<file path="src/rtl/key_filter_if.sv">
// Key conditioning signal bundle: raw pad input plus debounced level and event pulses.
// master drives the pad; slave is the key_filter that produces the conditioned outputs.
interface key_filter_if;
    logic key_in;
    logic key_level;
    logic key_press;
    logic key_release;
    logic key_long;

    modport master (
        output key_in,
        input  key_level,
        input  key_press,
        input  key_release,
        input  key_long
    );

    modport slave (
        input  key_in,
        output key_level,
        output key_press,
        output key_release,
        output key_long
    );
endinterface

</file>
<file path="src/rtl/key_filter.sv">
// Active-low push-button conditioner: 2-FF synchroniser, debounce counter, press/release FSM
// and a saturating hold counter that raises a single long-press pulse per press.
module key_filter #(
    parameter int unsigned DEB_CYCLES  = 1_000_000,
    parameter int unsigned LONG_CYCLES = 50_000_000
) (
    input  logic        sys_clk,
    input  logic        sys_rst_n,
    key_filter_if.slave kif
);
    localparam int unsigned DEB_W  = $clog2(DEB_CYCLES);
    localparam int unsigned HOLD_W = $clog2(LONG_CYCLES + 1);

    localparam logic [DEB_W-1:0]  DEB_LAST  = DEB_W'(DEB_CYCLES - 1);
    localparam logic [HOLD_W-1:0] HOLD_LAST = HOLD_W'(LONG_CYCLES - 1);
    localparam logic [HOLD_W-1:0] HOLD_MAX  = HOLD_W'(LONG_CYCLES);

    typedef enum logic [1:0] {StIdle, StPressFilt, StDown, StRelFilt} state_t;

    state_t             state_q, state_d;
    logic               key_meta, key_s;
    logic [DEB_W-1:0]   deb_q, deb_d;
    logic [HOLD_W-1:0]  hold_q, hold_d;
    logic               level_q, level_d;
    logic               press_q, press_d;
    logic               release_q, release_d;
    logic               long_q, long_d;
    logic               differ, deb_done;

    always_ff @(posedge sys_clk or negedge sys_rst_n) begin
        if (!sys_rst_n) begin
            key_meta  <= 1'b1;
            key_s     <= 1'b1;
            state_q   <= StIdle;
            deb_q     <= '0;
            hold_q    <= '0;
            level_q   <= 1'b1;
            press_q   <= 1'b0;
            release_q <= 1'b0;
            long_q    <= 1'b0;
        end else begin
            key_meta  <= kif.key_in;
            key_s     <= key_meta;
            state_q   <= state_d;
            deb_q     <= deb_d;
            hold_q    <= hold_d;
            level_q   <= level_d;
            press_q   <= press_d;
            release_q <= release_d;
            long_q    <= long_d;
        end
    end

    // Any sample agreeing with the accepted level restarts the debounce window.
    assign differ   = (key_s != level_q);
    assign deb_done = differ && (deb_q == DEB_LAST);

    always_comb begin
        state_d   = state_q;
        level_d   = level_q;
        deb_d     = '0;
        hold_d    = hold_q;
        press_d   = 1'b0;
        release_d = 1'b0;
        long_d    = 1'b0;

        if (differ && !deb_done) begin
            deb_d = deb_q + 1'b1;
        end

        // Hold time keeps accruing through a release bounce; saturation blocks auto-repeat.
        if (state_q == StDown || state_q == StRelFilt) begin
            if (hold_q != HOLD_MAX) begin
                hold_d = hold_q + 1'b1;
            end
            long_d = (hold_q == HOLD_LAST);
        end

        unique case (state_q)
            StIdle: begin
                if (!key_s) state_d = StPressFilt;
            end
            StPressFilt: begin
                if (key_s) begin
                    state_d = StIdle;
                end else if (deb_done) begin
                    state_d = StDown;
                    level_d = 1'b0;
                    press_d = 1'b1;
                    hold_d  = '0;
                end
            end
            StDown: begin
                if (key_s) state_d = StRelFilt;
            end
            StRelFilt: begin
                if (!key_s) begin
                    state_d = StDown;
                end else if (deb_done) begin
                    state_d   = StIdle;
                    level_d   = 1'b1;
                    release_d = 1'b1;
                end
            end
            default: state_d = StIdle;
        endcase
    end

    assign kif.key_level   = level_q;
    assign kif.key_press   = press_q;
    assign kif.key_release = release_q;
    assign kif.key_long    = long_q;
endmodule

</file>
<file path="src/flat_wrapper.sv">
// flat-port wrapper written by rule: the top's interface ports become plain ports
module key_filter_flat 
#(
    parameter int unsigned DEB_CYCLES  = 1_000_000,
    parameter int unsigned LONG_CYCLES = 50_000_000
)
  (sys_clk, sys_rst_n, kif_key_in, kif_key_level, kif_key_press, kif_key_release, kif_key_long);
  key_filter_if kif_i ();
  input  logic sys_clk;
  input  logic sys_rst_n;
  input wire logic [$bits(kif_i.key_in)-1:0] kif_key_in;
  output wire logic [$bits(kif_i.key_level)-1:0] kif_key_level;
  output wire logic [$bits(kif_i.key_press)-1:0] kif_key_press;
  output wire logic [$bits(kif_i.key_release)-1:0] kif_key_release;
  output wire logic [$bits(kif_i.key_long)-1:0] kif_key_long;
  assign kif_i.key_in = kif_key_in;
  assign kif_key_level = kif_i.key_level;
  assign kif_key_press = kif_i.key_press;
  assign kif_key_release = kif_i.key_release;
  assign kif_key_long = kif_i.key_long;
  key_filter #(.DEB_CYCLES(DEB_CYCLES), .LONG_CYCLES(LONG_CYCLES)) u_core (.sys_clk(sys_clk), .sys_rst_n(sys_rst_n), .kif(kif_i));
endmodule
</file>
<file path="config.mk">
export PLATFORM = sky130hd
export DESIGN_NAME = key_filter_flat
export DESIGN_NICKNAME = d
export VERILOG_FILES = /design/src/rtl/key_filter_if.sv /design/src/rtl/key_filter.sv /design/src/flat_wrapper.sv
export SDC_FILE = /design/constraint.sdc
export NUM_CORES = 1
export LEC_CHECK = 0
export BUFFER_PORTS_ARGS = -buffer_cell sky130_fd_sc_hd__buf_2
export CAP_MARGIN = 40
export CORE_MARGIN = 3
export CORE_UTILIZATION = 35
export CTS_CLUSTER_SIZE = 14
export DETAILED_ROUTE_END_ITERATION = 16
export HOLD_SLACK_MARGIN = 0.02
export PLACE_DENSITY = 0.59
export SYNTH_ARGS = -nofsm -noshare
export SYNTH_HDL_FRONTEND = slang
export SYNTH_SLANG_ARGS = --single-unit
</file>
<file path="constraint.sdc">
create_clock -name sys_clk -period 5.55 [get_ports sys_clk]
set_clock_uncertainty 0.15 [all_clocks]
set_input_delay 0.8325 -clock sys_clk [delete_from_list [all_inputs] [get_ports sys_clk]]
set_output_delay 0.8325 -clock sys_clk [all_outputs]
set_load 0.05 [all_outputs]
</file>
==> metrics.cfg, run 1 <==
[yosys]
synth_area_mm2=0.00294
synth_top_area_frac=0.434
yosys-top-cells-area=dfrtp_1 43%, xnor2_1 5.1%, or4_1 3.8%, nand2_1 3.3%, o31ai_1 3.1%
synth_cell_types=44
async_flop_share=1.00
synthCells=310
synth.net_count=316
synth-edff-count=0
synth_top_cell_by_area=dfrtp_1
yosysWarningCount=0
syn_area_per_cell_um2=9.48
seq_area_frac_synth=0.461
synthFlopType=dfrtp_1
synth-seq-cells=54

[clock_network]
post_cts_buffers=0
insertion_delay_ns=0.31
post_cts_resize_count=0
clock_path_buffers=2
numCtsBuffers=5
path_clk_slew_ns=0.09
cts_tree=done
holdBufCountCts=0
htreeDepth=2
clockRootBuffer=clkbuf_8
clkSinkCount=54

[power_and_ir_drop]
leakagePower_uw=0.00119
power_switching_uw=146
sequentialPowerShare=0.618
p_per_area_mw_per_mm2=206
clkPwrFrac=0.357
ir_worst_vdd_mv=0.0780
swShare=0.225
intPower_uw=502
power_frac_comb=0.026

[critical_path]
reg2reg_to=u_core.deb_q[9]$_DFF_PN0_
max_stage_delay_ns=0.80
endpoint_kind=flip-flop
cp_slowest_cell=or4_1
critPathRequiredTime_ns=5.56
path_cells=ha_1 -> nand4_1 -> or4_1 -> o21ai_2 -> nor2_1
critPathBufInv=0
critPathKind=flip-flop to flip-flop
reg2reg_from=u_core.deb_q[0]$_DFF_PN0_
r2r_cells=5
r2r_slack_ns=2.81
cp_max_fo=19
startpoint_type=flip-flop
critical-path-top-delay-family=simple AND/OR/NAND/NOR gates
arrival_ns=2.75

[global_routing]
grt_usage=0.136
grt_max_degree=55
overflow=0
grt_pass1_vias=2244
grt_pass1_wl_um=10900
antenna_found_initial=0

[placement]
place_hpwl_um=4040
port_buffers=6
place.gp.congestion=0.753

[worst_hold_path]
hold_path_class=flip-flop to flip-flop
worstHoldEndpoint=u_core.key_s$_DFF_PN1_
hold_depth=0
min_from=u_core.key_meta$_DFF_PN1_

[final_layout]
syn_to_final_growth_pct=6.81
final_nets=318
drive_gt1_frac=0.0799
finalCoreUtilization=0.396
antenna_cells=0

[floorplan]
io_pins=7
die-area_mm2=0.00953
die_x_um=97.6
die_h_um=97.6
initial_core_util=0.371
core_area_mm2=0.00793
rows=32

[sta]
slew_viol_final=0
timing.slew.headroom=0.494
fmax_mhz=365
tightest_slew_ns=0.759
post-route-min-period_ns=2.74
hold_viol=0
fin_crit_sh=0.494
rsz0062_at_grt=no
setup_tns_ns=0
setup_viol=0

[drt]
ant_nets=0
wirelength_um=6160
vias=2334
first_iter_violations=94
wire_per_inst_um=14.8
route.detailed.drc=0
drt_first_pass_iters=4
drt-vias-per-instance=5.62

[job]
cap_violations=0

[status]
status=completed

-- registers in the layout, summed over array words and instances (netlist names), named ones only --
name,flops
u_core.deb_q,20
u_core.hold_q,26
u_core.key_meta,1
u_core.key_s,1
u_core.kif.key_level,1
u_core.kif.key_long,1
u_core.kif.key_press,1
u_core.kif.key_release,1
u_core.state_q,1
-- worst max-delay path by stage --
| stage | start | endpoint | slack [ns] | cells after the start |
|---|---|---|---|---|
| 2_1_floorplan | u_core.deb_q[0]$_DFF_PN0_ | u_core.hold_q[0]$_DFF_PN0_ | 3.27 | 7 |
| 3_3_place_gp | u_core.deb_q[0]$_DFF_PN0_ | u_core.deb_q[14]$_DFF_PN0_ | 2.85 | 5 |
| 3_5_place_dp | u_core.deb_q[0]$_DFF_PN0_ | u_core.deb_q[6]$_DFF_PN0_ | 2.81 | 5 |
| 4_1_cts | u_core.deb_q[0]$_DFF_PN0_ | u_core.deb_q[9]$_DFF_PN0_ | 2.79 | 5 |
| 5_1_grt | u_core.deb_q[0]$_DFF_PN0_ | u_core.deb_q[12]$_DFF_PN0_ | 2.54 | 5 |
| 6_report | u_core.deb_q[0]$_DFF_PN0_ | u_core.deb_q[9]$_DFF_PN0_ | 2.81 | 5 |
-- per-stage QoR --
| step | total power [uW] | hold WS [ns] | cells | cell area, um2 | setup slack, ns |
|---|---|---|---|---|---|
| final | 647 | 0.212 | 415 | 3140 | 2.81 |
| after global routing | 677 | 0.223 | 415 | 3140 | 2.54 |
| after CTS | 659 | 0.217 | 415 | 3140 | 2.79 |
| after detailed placement | 425 | 0.203 | 407 | 3050 | 2.81 |
| after global placement | 425 | 0.198 | 407 | 3050 | 2.85 |
| after floorplan | 414 | 0.195 | 310 | 2940 | 3.27 |
-- power by group through the flow --
stage          logic [uW]  registers, uW  clock network (uW)
6_report             16.5            400                 231
5_1_grt              20.5            401                 256
4_1_cts              17.6            400                 241
3_5_place_dp         17.6            408                   0
3_3_place_gp         17.4            407                   0
2_1_floorplan        6.81            407                   0
-- layer usage --
metal  up-vias  part of all wire  GRT usage
li1       1155                 -          -
met1      1146              0.50      0.184
met2        27              0.46      0.218
met3         6             0.026     0.0280
met4         0             0.014     0.0458
met5         -                 0          0
-- synthesized netlist by cell type (2+ instances only) --
library cell	n
dfrtp_1	51
nand2_1	26
nor2_1	20
inv_1	18
xnor2_1	17
a21oi_1	16
or4_1	15
nand3_1	13
o31ai_1	12
nand4_1	10
nor3_1	10
o22ai_1	10
o211ai_1	8
buf_2	6
clkbuf_1	6
nor4_1	6
nor4b_1	6
o21ai_0	6
xor2_1	6
and3_1	5
or3_1	5
and4_1	4
dfstp_2	3
ha_1	3
or4_4	3
and2_1	2
nand3b_1	2
o21a_1	2
o22a_1	2
o31a_1	2
o41ai_1	2
-- kinds of logic (layout without fill, tap and decap cells) --
kind of cell             count (synthesis)  after routing  synth area share
buffers and inverters                   31             34            0.0447
AO/OA/AOI/OAI                           65             65             0.146
AND/OR/NAND/NOR                        134            134             0.267
adder cells (fa/ha/maj)                  3              3            0.0128
flip-flops                              54             54             0.461
XOR/XNOR                                23             23            0.0685
-- area by class of cell --
class / count / area, um2
Fill cell: 803 / 4790
Multi-Input combinational cell: 225 / 1450
Sequential cell: 54 / 1360
Tap cell: 102 / 128
Clock buffer: 7 / 86.3
Inverter: 18 / 67.6
Timing Repair Buffer: 8 / 45.0
Clock inverter: 1 / 5.00
-- layout by cell type (no fill, tap or decap), types with 3 or more instances in the layout --
| master | instances |
|---|---|
| nand2_1 | 26 |
| nor4_1 | 6 |
| inv_1 | 18 |
| xnor2_1 | 17 |
| nor2_1 | 20 |
| or4_4 | 3 |
| o22ai_1 | 10 |
| nor4b_1 | 6 |
| o31ai_1 | 12 |
| nor3_1 | 10 |
| and4_1 | 4 |
| nand3_1 | 13 |
| o21ai_0 | 6 |
| xor2_1 | 6 |
| dfstp_2 | 3 |
| o211ai_1 | 8 |
| buf_2 | 6 |
| nand4_1 | 10 |
| or3_1 | 5 |
| dfrtp_1 | 51 |
| clkbuf_8 | 6 |
| a21oi_1 | 16 |
| or4_1 | 15 |
| and3_1 | 5 |
| ha_1 | 3 |
Note: power is estimated with default switching activity, not from simulation.
==> run 2: changes to the inputs <==
--- a/config.mk
+++ b/config.mk
@@ -12,7 +12,7 @@
 export CTS_CLUSTER_SIZE = 14
 export DETAILED_ROUTE_END_ITERATION = 16
 export HOLD_SLACK_MARGIN = 0.02
-export PLACE_DENSITY = 0.59
+export PLACE_DENSITY = 0.6
 export SYNTH_ARGS = -nofsm -noshare
 export SYNTH_HDL_FRONTEND = slang
 export SYNTH_SLANG_ARGS = --single-unit
==> constraint.sdc (replaced) <==
create_clock -name sys_clk -period 2.45 [get_ports sys_clk]
set_clock_uncertainty 0.15 [all_clocks]
set_input_delay 0.3675 -clock sys_clk [delete_from_list [all_inputs] [get_ports sys_clk]]
set_output_delay 0.3675 -clock sys_clk [all_outputs]
set_load 0.05 [all_outputs]
==> run 2 against run 1 <==
Non-clock buffer count rose by 14. Routed wire length decreased by 0.21%. Utilization rose by 1.9 points. Sequential power grew 130%. First-iteration DRC count increased by 31%. Register-to-register slack worse by 2.6 ns. Clock power increased to 2.7 times the previous value. Sequential cell count unchanged. Power grew 140%. Via count is 1.8% higher. Fmax increased by 20%. Global-route usage decreased by 0.32 points. Critical endpoint is now u_core.hold_q[20]$_DFF_PN0_.
==> metrics.cfg, run 2 (same netlist as run 1, synthesis figures left out) <==
[floorplan]
die_h_um=97.6
die_x_um=97.6
rows=32
die-area_mm2=0.00953
io_pins=7
core_area_mm2=0.00793
initial_core_util=0.371

[critical_path]
startpoint_type=flip-flop
arrival_ns=2.39
critPathKind=flip-flop to flip-flop
critPathLaunch=u_core.hold_q[1]$_DFF_PN0_
reg2reg_from=u_core.hold_q[1]$_DFF_PN0_
critPathRequiredTime_ns=2.55
cp_max_fo=13
endpoint_kind=flip-flop

[final_layout]
final_nets=332
syn_to_final_growth_pct=12.0
top_register=u_core.hold_q
drive_gt1_frac=0.113
layout_common_cells=51 x dfrtp_1, 26 x nand2_1, 20 x nor2_1
final_common_cell=dfrtp_1
antenna_cells=0
largest_registers=u_core.hold_q (26), u_core.deb_q (20)
largest_reg_flops=26

[clock_network]
post_cts_buffers=0
post_cts_resize_count=0
clockRootBuffer=clkbuf_8
htreeDepth=2
path_clk_slew_ns=0.11
cts_tree=done
holdBufCountCts=2
insertion_delay_ns=0.32
numCtsBuffers=5
clkSinkCount=54
clock_path_buffers=2

[placement]
place_hpwl_um=4230
port_buffers=6
place.gp.congestion=0.762

[sta]
rsz0062_at_grt=no
post-route-min-period_ns=2.29
timing.slew.headroom=0.612
tightest_slew_ns=0.582
fin_crit_sh=0.935
hold_viol=0
fmax_mhz=437
setup_viol=0
setup_tns_ns=0
slew_viol_final=0

[global_routing]
grt_pass1_wl_um=10600
use_met2=0.209
grt_pass1_vias=2230
overflow=0
busiest_layer=met2
grt_usage=0.133
use_met1=0.184
grt_use_met3=0.0258
antenna_found_initial=0
grt_max_degree=33

[power_and_ir_drop]
power_uw=1570
ir_worst_vdd_mv=0.183
leakagePower_uw=0.00126
p_per_area_mw_per_mm2=477

[job]
cap_violations=0

[drt]
drt-vias-per-instance=5.54
route.detailed.drc=0
wire_per_inst_um=14.3
wirelength_um=6150
drt_first_pass_iters=4
ant_nets=0
first_iter_violations=123
vias=2377

[status]
status=completed

[worst_hold_path]
hold_path_class=flip-flop to flip-flop
min_from=u_core.key_meta$_DFF_PN1_

-- run 2: changes by cell type in the layout (fill, tap and decap cells not counted), sizes merged --
cell         change
dlygate4sd3      +2
clkbuf           -1
clkinvlp         +1
buf             +12
clkinv           -1
bufinv           +1
-- run 2: power breakdown --
| group | internal, uW | total (uW) | switching [uW] |
|---|---|---|---|
| Clock | 306 | 616 | 311 |
| Sequential | 899 | 906 | 7.03 |
| Combinational | 16.0 | 47.4 | 31.4 |
-- run 2: through the flow --
| step | hold WS, ns | utilization | area, um2 | setup WS (ns) | instances |
|---|---|---|---|---|---|
| 2_1_floorplan | -0.0781 | - | 2940 | 0.170 | 310 |
| 3_3_place_gp | 0.197 | 0.399 | 3160 | 0.200 | 419 |
| 3_5_place_dp | 0.199 | 0.399 | 3160 | 0.177 | 419 |
| 4_1_cts | 0.214 | 0.415 | 3290 | 0.161 | 429 |
| 5_1_grt | 0.216 | 0.415 | 3290 | 0.0397 | 429 |
| 6_report | 0.212 | 0.415 | 3290 | 0.159 | 429 |
-- run 2: final timing paths --
kind	to	cells past startpoint	slack, ns
worst max-delay path	u_core.hold_q[20]$_DFF_PN0_	5	0.16
worst min-delay path	u_core.key_s$_DFF_PN1_	0	0.21
worst max register to register	u_core.hold_q[20]$_DFF_PN0_	5	0.16
worst min register to register	u_core.key_s$_DFF_PN1_	0	0.21
max in group asynchronous	u_core.deb_q[11]$_DFF_PN0_	3	1.14
min in group asynchronous	u_core.hold_q[10]$_DFF_PN0_	2	0.44
-- run 2: layout make-up --
cell class / count / area (um2)
flip-flops and latches: 54 / 1360
multi-input cells: 225 / 1450
clock buffers: 6 / 72.6
inverters: 18 / 67.6
repair buffers: 22 / 180
clock inverters: 2 / 37.5
well taps: 102 / 128
fillers: 796 / 4630
-- run 2: metal layers --
metal,routed length (um),part of all wire
met5,0,0
met4,96,0.016
met3,120,0.020
met2,2890,0.47
met1,3040,0.49
-- run 2: worst max-delay path: stages (launching register included) --
cell     delay (ns)
dfrtp_1        0.44
ha_1           0.24
nand2_1        0.09
or4_4          0.62
or4_1          0.53
a21oi_1        0.15
